`config.mk`:
```
export PLATFORM = sky130hd
export DESIGN_NAME = uart_ahb_bridge
export DESIGN_NICKNAME = d
export VERILOG_FILES = /design/src/rtl/uart_ahb_bridge_pkg.sv /design/src/rtl/uart_ahb_bridge_byte_shift32.sv /design/src/rtl/uart_ahb_bridge.sv
export SDC_FILE = /design/constraint.sdc
export NUM_CORES = 1
export LEC_CHECK = 0
export CORE_ASPECT_RATIO = 1.5
export CORE_UTILIZATION = 25
export DETAILED_ROUTE_END_ITERATION = 8
export PLACE_DENSITY_LB_ADDON = 0.12
export SLEW_MARGIN = 20
export SYNTH_ARGS = -nofsm -noshare
export SYNTH_HDL_FRONTEND = slang
export SYNTH_HIERARCHICAL = 1
export SYNTH_SLANG_ARGS = --single-unit
```
`constraint.sdc`:
```
create_clock -name HCLK -period 1.95 [get_ports HCLK]
set_input_delay 0.195 -clock HCLK [delete_from_list [all_inputs] [get_ports HCLK]]
set_output_delay 0.195 -clock HCLK [all_outputs]
set_load 0.01 [all_outputs]
```
`src/rtl/uart_ahb_bridge_pkg.sv`:
```
// Shared types and constants for the UART command to AHB-Lite master bridge.
// Holds the FSM state enum, command codes, AHB encodings and shift-register control payload.
package uart_ahb_bridge_pkg;

  localparam int unsigned BYTE_W    = 8;
  localparam int unsigned WORD_W    = 32;
  localparam int unsigned CNT_W     = 2;
  localparam int unsigned RSP_CNT_W = 3;

  localparam logic [BYTE_W-1:0] CMD_WRITE = 8'h57;
  localparam logic [BYTE_W-1:0] CMD_READ  = 8'h52;

  localparam logic [1:0] HTRANS_IDLE   = 2'b00;
  localparam logic [1:0] HTRANS_NONSEQ = 2'b10;
  localparam logic [2:0] HSIZE_WORD    = 3'b010;

  typedef enum logic [2:0] {
    CMD,
    ADDR,
    WDATA,
    BUS_ADDR,
    BUS_DATA,
    RESP
  } state_e;

  // Control payload for one byte_shift32 instance; load has priority over shift.
  typedef struct packed {
    logic              load;
    logic              shift;
    logic [BYTE_W-1:0] shift_in;
    logic [WORD_W-1:0] load_data;
  } shift_ctl_t;

  function automatic logic is_cmd(input logic [BYTE_W-1:0] b);
    return (b == CMD_WRITE) || (b == CMD_READ);
  endfunction

  function automatic shift_ctl_t load_word(input logic [WORD_W-1:0] w);
    shift_ctl_t c;
    c           = '0;
    c.load      = 1'b1;
    c.load_data = w;
    return c;
  endfunction

endpackage

```
`src/rtl/uart_ahb_bridge_byte_shift32.sv`:
```
// 4-byte MSB-first shift register: collects bytes at the LSB end, serialises from the MSB end.
// A parallel load replaces the whole word (used for bus read data and response bytes).
module byte_shift32
  import uart_ahb_bridge_pkg::*;
(
  input  logic              clk,
  input  logic              rst_n,
  input  shift_ctl_t        ctl,
  output logic [WORD_W-1:0] q
);

  always_ff @(posedge clk) begin
    if (!rst_n) begin
      q <= '0;
    end else if (ctl.load) begin
      q <= ctl.load_data;
    end else if (ctl.shift) begin
      q <= {q[WORD_W-BYTE_W-1:0], ctl.shift_in};
    end
  end

endmodule

```
`src/rtl/uart_ahb_bridge.sv`:
```
// Byte-stream command interpreter ('W'/'R' + address [+ data]) driving a single AHB-Lite master
// transfer at a time and returning ACK/NAK or 4 read-data bytes on the response stream.
module uart_ahb_bridge
  import uart_ahb_bridge_pkg::*;
#(
  parameter logic [7:0] ACK_BYTE = 8'h06,
  parameter logic [7:0] NAK_BYTE = 8'h15
) (
  input  logic        HCLK,
  input  logic        HRESETn,
  input  logic [7:0]  rx_data,
  input  logic        rx_valid,
  output logic        rx_ready,
  output logic [7:0]  tx_data,
  output logic        tx_valid,
  input  logic        tx_ready,
  output logic [31:0] HADDR,
  output logic [1:0]  HTRANS,
  output logic        HWRITE,
  output logic [2:0]  HSIZE,
  output logic [31:0] HWDATA,
  input  logic [31:0] HRDATA,
  input  logic        HREADY,
  input  logic        HRESP,
  output logic        busy
);

  localparam logic [WORD_W-1:0] ACK_WORD = {ACK_BYTE, (WORD_W-BYTE_W)'(0)};
  localparam logic [WORD_W-1:0] NAK_WORD = {NAK_BYTE, (WORD_W-BYTE_W)'(0)};

  state_e                 state_q, state_d;
  logic [CNT_W-1:0]       cnt_q, cnt_d;
  logic [RSP_CNT_W-1:0]   rsp_cnt_q, rsp_cnt_d;
  logic                   write_q, write_d;
  logic                   rx_fire, tx_fire;
  logic                   last_byte;
  shift_ctl_t             addr_ctl, data_ctl;
  logic [WORD_W-1:0]      addr_q, data_q;

  // Address register drives HADDR directly; it only moves while bytes arrive in ADDR.
  byte_shift32 u_addr (
    .clk   (HCLK),
    .rst_n (HRESETn),
    .ctl   (addr_ctl),
    .q     (addr_q)
  );

  // Shared data register: write data for HWDATA, then reloaded with the response word.
  byte_shift32 u_data (
    .clk   (HCLK),
    .rst_n (HRESETn),
    .ctl   (data_ctl),
    .q     (data_q)
  );

  assign rx_fire   = rx_valid & rx_ready;
  assign tx_fire   = tx_valid & tx_ready;
  assign last_byte = (cnt_q == CNT_W'(3));

  assign HADDR   = addr_q;
  assign HWDATA  = data_q;
  assign HWRITE  = write_q;
  assign HSIZE   = HSIZE_WORD;
  assign tx_data = data_q[WORD_W-1:WORD_W-BYTE_W];

  // Next-state and datapath control.
  always_comb begin
    state_d            = state_q;
    cnt_d              = cnt_q;
    rsp_cnt_d          = rsp_cnt_q;
    write_d            = write_q;
    addr_ctl           = '0;
    addr_ctl.shift_in  = rx_data;
    data_ctl           = '0;
    data_ctl.shift_in  = (state_q == WDATA) ? rx_data : '0;

    unique case (state_q)
      CMD: begin
        if (rx_fire) begin
          if (is_cmd(rx_data)) begin
            write_d = (rx_data == CMD_WRITE);
            cnt_d   = '0;
            state_d = ADDR;
          end else begin
            data_ctl  = load_word(NAK_WORD);
            rsp_cnt_d = RSP_CNT_W'(1);
            state_d   = RESP;
          end
        end
      end

      ADDR: begin
        if (rx_fire) begin
          addr_ctl.shift = 1'b1;
          cnt_d          = cnt_q + CNT_W'(1);
          if (last_byte) begin
            if (write_q) begin
              state_d = WDATA;
            end else if (rx_data[1:0] != 2'b00) begin
              data_ctl  = load_word(NAK_WORD);
              rsp_cnt_d = RSP_CNT_W'(1);
              state_d   = RESP;
            end else begin
              state_d = BUS_ADDR;
            end
          end
        end
      end

      WDATA: begin
        if (rx_fire) begin
          data_ctl.shift = 1'b1;
          cnt_d          = cnt_q + CNT_W'(1);
          if (last_byte) begin
            if (addr_q[1:0] != 2'b00) begin
              data_ctl  = load_word(NAK_WORD);
              rsp_cnt_d = RSP_CNT_W'(1);
              state_d   = RESP;
            end else begin
              state_d = BUS_ADDR;
            end
          end
        end
      end

      BUS_ADDR: begin
        if (HREADY) begin
          state_d = BUS_DATA;
        end
      end

      BUS_DATA: begin
        if (HREADY) begin
          state_d = RESP;
          if (HRESP) begin
            data_ctl  = load_word(NAK_WORD);
            rsp_cnt_d = RSP_CNT_W'(1);
          end else if (write_q) begin
            data_ctl  = load_word(ACK_WORD);
            rsp_cnt_d = RSP_CNT_W'(1);
          end else begin
            data_ctl  = load_word(HRDATA);
            rsp_cnt_d = RSP_CNT_W'(4);
          end
        end
      end

      RESP: begin
        if (tx_fire) begin
          data_ctl.shift = 1'b1;
          rsp_cnt_d      = rsp_cnt_q - RSP_CNT_W'(1);
          if (rsp_cnt_q == RSP_CNT_W'(1)) begin
            state_d = CMD;
          end
        end
      end

      default: begin
        state_d = CMD;
      end
    endcase
  end

  // State register; handshake and bus-control outputs are registered from the next state.
  always_ff @(posedge HCLK) begin
    if (!HRESETn) begin
      state_q   <= CMD;
      cnt_q     <= '0;
      rsp_cnt_q <= '0;
      write_q   <= 1'b0;
      rx_ready  <= 1'b0;
      tx_valid  <= 1'b0;
      busy      <= 1'b0;
      HTRANS    <= HTRANS_IDLE;
    end else begin
      state_q   <= state_d;
      cnt_q     <= cnt_d;
      rsp_cnt_q <= rsp_cnt_d;
      write_q   <= write_d;
      rx_ready  <= (state_d == CMD) || (state_d == ADDR) || (state_d == WDATA);
      tx_valid  <= (state_d == RESP);
      busy      <= (state_d != CMD);
      HTRANS    <= (state_d == BUS_ADDR) ? HTRANS_NONSEQ : HTRANS_IDLE;
    end
  end

endmodule

```
Yosys cells after proc, flatten, opt, wreduce, memory -nomap -nowiden
Index checks and enable logic that the tools add are counted.

cells by class
  add/subtract/negate cells = 2
  eq/ne operators = 26
  multiplexer cells = 54
  bitwise operators = 2
  reduce and logical (&&, ||, !) cells = 15

operators by type and width
  operator            number
  $mux 42             10
  $pmux 40 s4         1
  $mux 32             4
  $mux 3              26
  $ne 2x2->1 const B  11
  $pmux 3 s6          1
  $eq 8x7->1 const B  2
  $pmux 3 s5          1
  $eq 3x2->1 const B  4
  $reduce_and 12->1   1
  $eq 3x1->1 const B  3
  $eq 3x3->1 const B  3
  $mux 2              4
  $mux 8              1
  $reduce_bool 2->1   4
  $logic_not 3->1     2
  $pmux 1 s5          1
  $reduce_bool 5->1   1
  $ne 2x1->1 const B  2
  $pmux 1 s4          1
  $pmux 2 s2          1
  $reduce_and 4->1    1
  $logic_or 1x1->1    3
  $mux 1              3
  7 further kinds     8

word-level totals
  register bits after elaboration = 78
  input port bits = 46
  output and inout bits = 81
  logic and storage cells = 109

Depth between registers and ports, before layout
Gate-level depths: netlist of run 1.

  word-level depth = 9
  depth in mapped cells = 9
  depth with buffers taken out = 7

By module
Netlist of run 1, hierarchy kept.

modules (own cells, without submodules)
  module           instances  cells each  area each (um^2)  seq. area each (um^2)
  byte_shift32     2          141         1778.0            640.6
  uart_ahb_bridge  1          189         1411.4            260.2

Least setup slack after synthesis of run 1
OpenSTA, ideal clock, no wires.

  path type = register to register
  start = register state_q[2]
  end = register u_data.q[0]
  setup time = 0.116 ns
  data arrival time = 1.729 ns
  data required time = 1.834 ns
  path slack = 0.105 ns
  stages on the path, launching flop included = 9
  path buffers = 4
  clock period less this slack = 1.845 ns
  cell sequence = dfxtp_1 -> buf_6 -> buf_2 -> nand3_1 -> o21ai_0 -> buf_6 -> buf_12 -> mux2_4 -> o211a_1

RTL lines
  what                    RTL line                            RTL
  start, declared         uart_ahb_bridge.sv:31               state_e state_q, state_d;
  start signal, assigned  uart_ahb_bridge.sv:176              state_q <= state_d;
  end signal, assigned    uart_ahb_bridge_byte_shift32.sv:16  q <= ctl.load_data;
  end signal, assigned    uart_ahb_bridge_byte_shift32.sv:18  q <= {q[WORD_W-BYTE_W-1:0], ctl.shift_in};
  end, declared           uart_ahb_bridge_byte_shift32.sv:9   output logic [WORD_W-1:0] q

==> results.cfg, run 1 <==
[outcome]
status = complete, no violations

[worst_hold_path]
min-delay-path-class = primary input to register

[placed_design]
placement.io_buffers = 122
dp.final_hpwl_mm = 10.4
placement.setup.worst_slack_ns = -0.188
dpl.cell_count = 894
gp_congestion = 0.812

[routing]
vias_per_cell = 4.45
via_count = 4061
drc_viols = 0
wl_per_cell_um = 16.0
first_iter_violations = 201
wl_mm = 14.5
route.antenna.remaining_nets = 0
drtPass1Iterations = 4

[power_and_ir_drop]
power.density_nw_per_um2 = 712
finalPower_mw = 5.08
cellLeakagePower_nw = 3.44
vdd_ir_drop_max_mv = 0.350

[worst_setup_path]
critPathLaunchType = register
worst-r2r-setup-slack_ns = 0.08
worstSetupEndpointType = register
worst-r2r-cell-count = 7
critical_path_peak_fanout = 12
setup.worst_path.start = cnt_q[0]
start_to_end_type_of_the_worst_setup_path = register to register
r2r_end = u_data/q[24]
worst-endpoint-arrival_ns = 2.10
crit_end = u_data/q[24]
worst_r2r_startpoint = cnt_q[0]
timing.critical_path.required_ns = 2.18

[sta]
final_hold_viol_count = 0
slew_violations = 0
max_freq_mhz = 534
postLayoutSetupSlackWorst_ns = 0.0778
rsz0062_at_grt = false
timing.clock.skew_ns = 0.00889
fin_crit_sh = 0.960
count_of_final_setup_violators = 0
fin_crit_ns = 1.87

[floorplan]
chipWidth_um = 117
floorplan.initialDensity = 0.257
num_rows = 62
design.die.area_um2 = 20400
design.core.area_um2 = 19300
die_h_um = 175
io_pins = 127

[yosys]
yosys_warnings = 6
postSynthCellCount = 471
average_footprint_of_a_synthesized_cell_um2 = 10.5
synth_enable_flop_cells = 0
synth_seq_area_share = 0.310
synth-async-reset-ratio = 0
ys_ff_latch = 77
netlist_area_um2 = 4970
postSynth.topFlopCell = sky130_fd_sc_hd__dfxtp_1
distinct_cells_synth = 50

[clock_tree]
tritoncts_num_sinks = 77
cts_made_buffers = 9
worst_skew_pair.late_latency_ns = 0.34
cts.hold.buffers_added = 0
h-tree-depth = 3
cts_tree = built
path_clk_slew_ns = 0.06
clk_buf_depth = 2
ctsRootBufferMaster = sky130_fd_sc_hd__clkbuf_16

[cells_and_area]
antenna_diodes = 0
n_fill_cell = 1939
layout-drive-gt1-share = 0.233
design.final.nets = 700
finalNonFillerCells = 912
final_cell_mix = sky130_fd_sc_hd__clkdlybuf4s50_1, sky130_fd_sc_hd__dfxtp_1, sky130_fd_sc_hd__o211a_1
layout_commonest_cell = sky130_fd_sc_hd__clkdlybuf4s50_1
syn_to_final_growth_pct = 43.7

[grt]
antenna_found_initial = 0
grt_pass1_wl_mm = 22.5
pin_count_of_the_biggest_net_entering_global_routing = 71
first_global_vias = 4247
grt.overflow.total = 0
gr-usage-all-layers = 0.144

[run]
maximum_capacitance_violations = 0
==> cells in the mapped netlist (5+ instances only) <==
cell / count / area, µm²
sky130_fd_sc_hd__o21ai_0: 8 / 40.0
sky130_fd_sc_hd__a21oi_1: 6 / 30.0
sky130_fd_sc_hd__inv_1: 7 / 26.3
sky130_fd_sc_hd__and3_1: 30 / 188
sky130_fd_sc_hd__dfxtp_1: 77 / 1540
sky130_fd_sc_hd__buf_12: 6 / 120
sky130_fd_sc_hd__and2_1: 9 / 56.3
sky130_fd_sc_hd__clkbuf_1: 14 / 52.6
sky130_fd_sc_hd__buf_4: 19 / 143
sky130_fd_sc_hd__buf_6: 6 / 67.6
sky130_fd_sc_hd__o211a_1: 65 / 651
sky130_fd_sc_hd__nand2_1: 10 / 37.5
sky130_fd_sc_hd__or2b_1: 42 / 315
sky130_fd_sc_hd__mux2_4: 60 / 901
sky130_fd_sc_hd__nor3_1: 5 / 25.0
sky130_fd_sc_hd__nand2b_1: 25 / 156
sky130_fd_sc_hd__mux2_2: 5 / 56.3
sky130_fd_sc_hd__nand3_1: 6 / 30.0
sky130_fd_sc_hd__nor2_1: 13 / 48.8
==> per-layer routing <==
layer,GRT usage,up-vias,part of all wire
li1,-,1996,-
met1,0.166,1934,0.42
met2,0.256,116,0.51
met3,0.0323,15,0.049
met4,0.0538,0,0.017
met5,0,-,0
==> worst min-delay path by stage <==
stage                  from      endpoint  slack [ns]  depth (start not counted)
2_1_floorplan       HRESETn  u_addr/q[29]        0.33                          1
3_3_place_gp   rsp_cnt_q[1]  rsp_cnt_q[1]        0.45                          2
3_5_place_dp   rsp_cnt_q[1]  rsp_cnt_q[1]        0.50                          2
4_1_cts             HRESETn      cnt_q[0]        0.32                          3
5_1_grt             HRESETn      cnt_q[1]        0.34                          3
6_report            HRESETn      cnt_q[0]        0.31                          3
==> worst max-delay path, cell delays in order, from the launching register on <==
cell,delay (ns)
sky130_fd_sc_hd__dfxtp_1,0.32
sky130_fd_sc_hd__ha_1,0.25
sky130_fd_sc_hd__o21ai_0,0.12
sky130_fd_sc_hd__nand4_1,0.17
sky130_fd_sc_hd__o21ai_4,0.17
sky130_fd_sc_hd__buf_12,0.21
sky130_fd_sc_hd__mux2_4,0.31
sky130_fd_sc_hd__o211a_1,0.21
==> cell type report <==
| type | instances | area (µm²) | share of cell area |
|---|---|---|---|
| Tap cell | 256 | 320 | 0.0449 |
| Inverter | 7 | 26.3 | 0.00368 |
| Timing Repair Buffer | 175 | 1740 | 0.243 |
| Clock buffer | 10 | 239 | 0.0335 |
| Clock inverter | 6 | 92.6 | 0.0130 |
| Sequential cell | 77 | 1540 | 0.216 |
| Multi-Input combinational cell | 381 | 3180 | 0.446 |
==> logic make-up (layout without fill, tap and decap cells) <==
| family | count (synthesis) | count (layout) | share of synthesized area |
|---|---|---|---|
| compound gates | 98 | 98 | 0.175 |
| xor+xnor | 1 | 1 | 0.00176 |
| fa+ha+maj | 3 | 3 | 0.00756 |
| buf+inv | 57 | 198 | 0.0894 |
| flops | 77 | 77 | 0.310 |
| mux | 69 | 69 | 0.201 |
| other cells | 2 | 46 | 0.00151 |
| simple gates | 164 | 164 | 0.214 |
==> where the power goes <==
group | internal, mW | switching [mW] | leakage (nW) | total, mW
logic | 0.827 | 0.524 | 2.65 | 1.35
registers | 1.72 | 0.137 | 0.636 | 1.86
clock network | 1.16 | 0.708 | 0.156 | 1.87
==> flip-flops by register name (all words and copies together), names as in the netlist <==
register   count
rsp_cnt_q      3
tx_valid       1
rx_ready       1
busy           1
cnt_q          2
u_addr/q      32
HWRITE         1
state_q        3
u_data/q      32
HTRANS         1
==> through the flow <==
step	utilization	cell area [µm²]	setup TNS, ns	hold WS [ns]
3_3_place_gp	0.350	6750	-8.14	0.450
6_report	0.370	7140	0	0.307
3_5_place_dp	0.350	6750	-10.09	0.501
5_1_grt	0.370	7140	0	0.340
2_1_floorplan	-	5130	0	0.328
4_1_cts	0.367	7080	0	0.317
==> what timing repair did <==
| action | in CTS | in global routing |
|---|---|---|
| gates resized for setup | 0 | 7 |
| hold endpoints to repair | 0 | 0 |
| setup buffers | 0 | 1 |
| endpoints found under the setup margin | 0 | 19 |
Power figures use the tool's default switching activity.
==> run 2: changes to the inputs <==
--- a/config.mk
+++ b/config.mk
@@ -5,6 +5,7 @@
 export SDC_FILE = /design/constraint.sdc
 export NUM_CORES = 1
 export LEC_CHECK = 0
+export ABC_CLOCK_PERIOD_IN_PS = 1950
 export CORE_ASPECT_RATIO = 1.5
 export CORE_UTILIZATION = 25
 export DETAILED_ROUTE_END_ITERATION = 8
==> results of run 2 <==
Same layout as run 1: the final DEF is identical, and so are final timing and power.
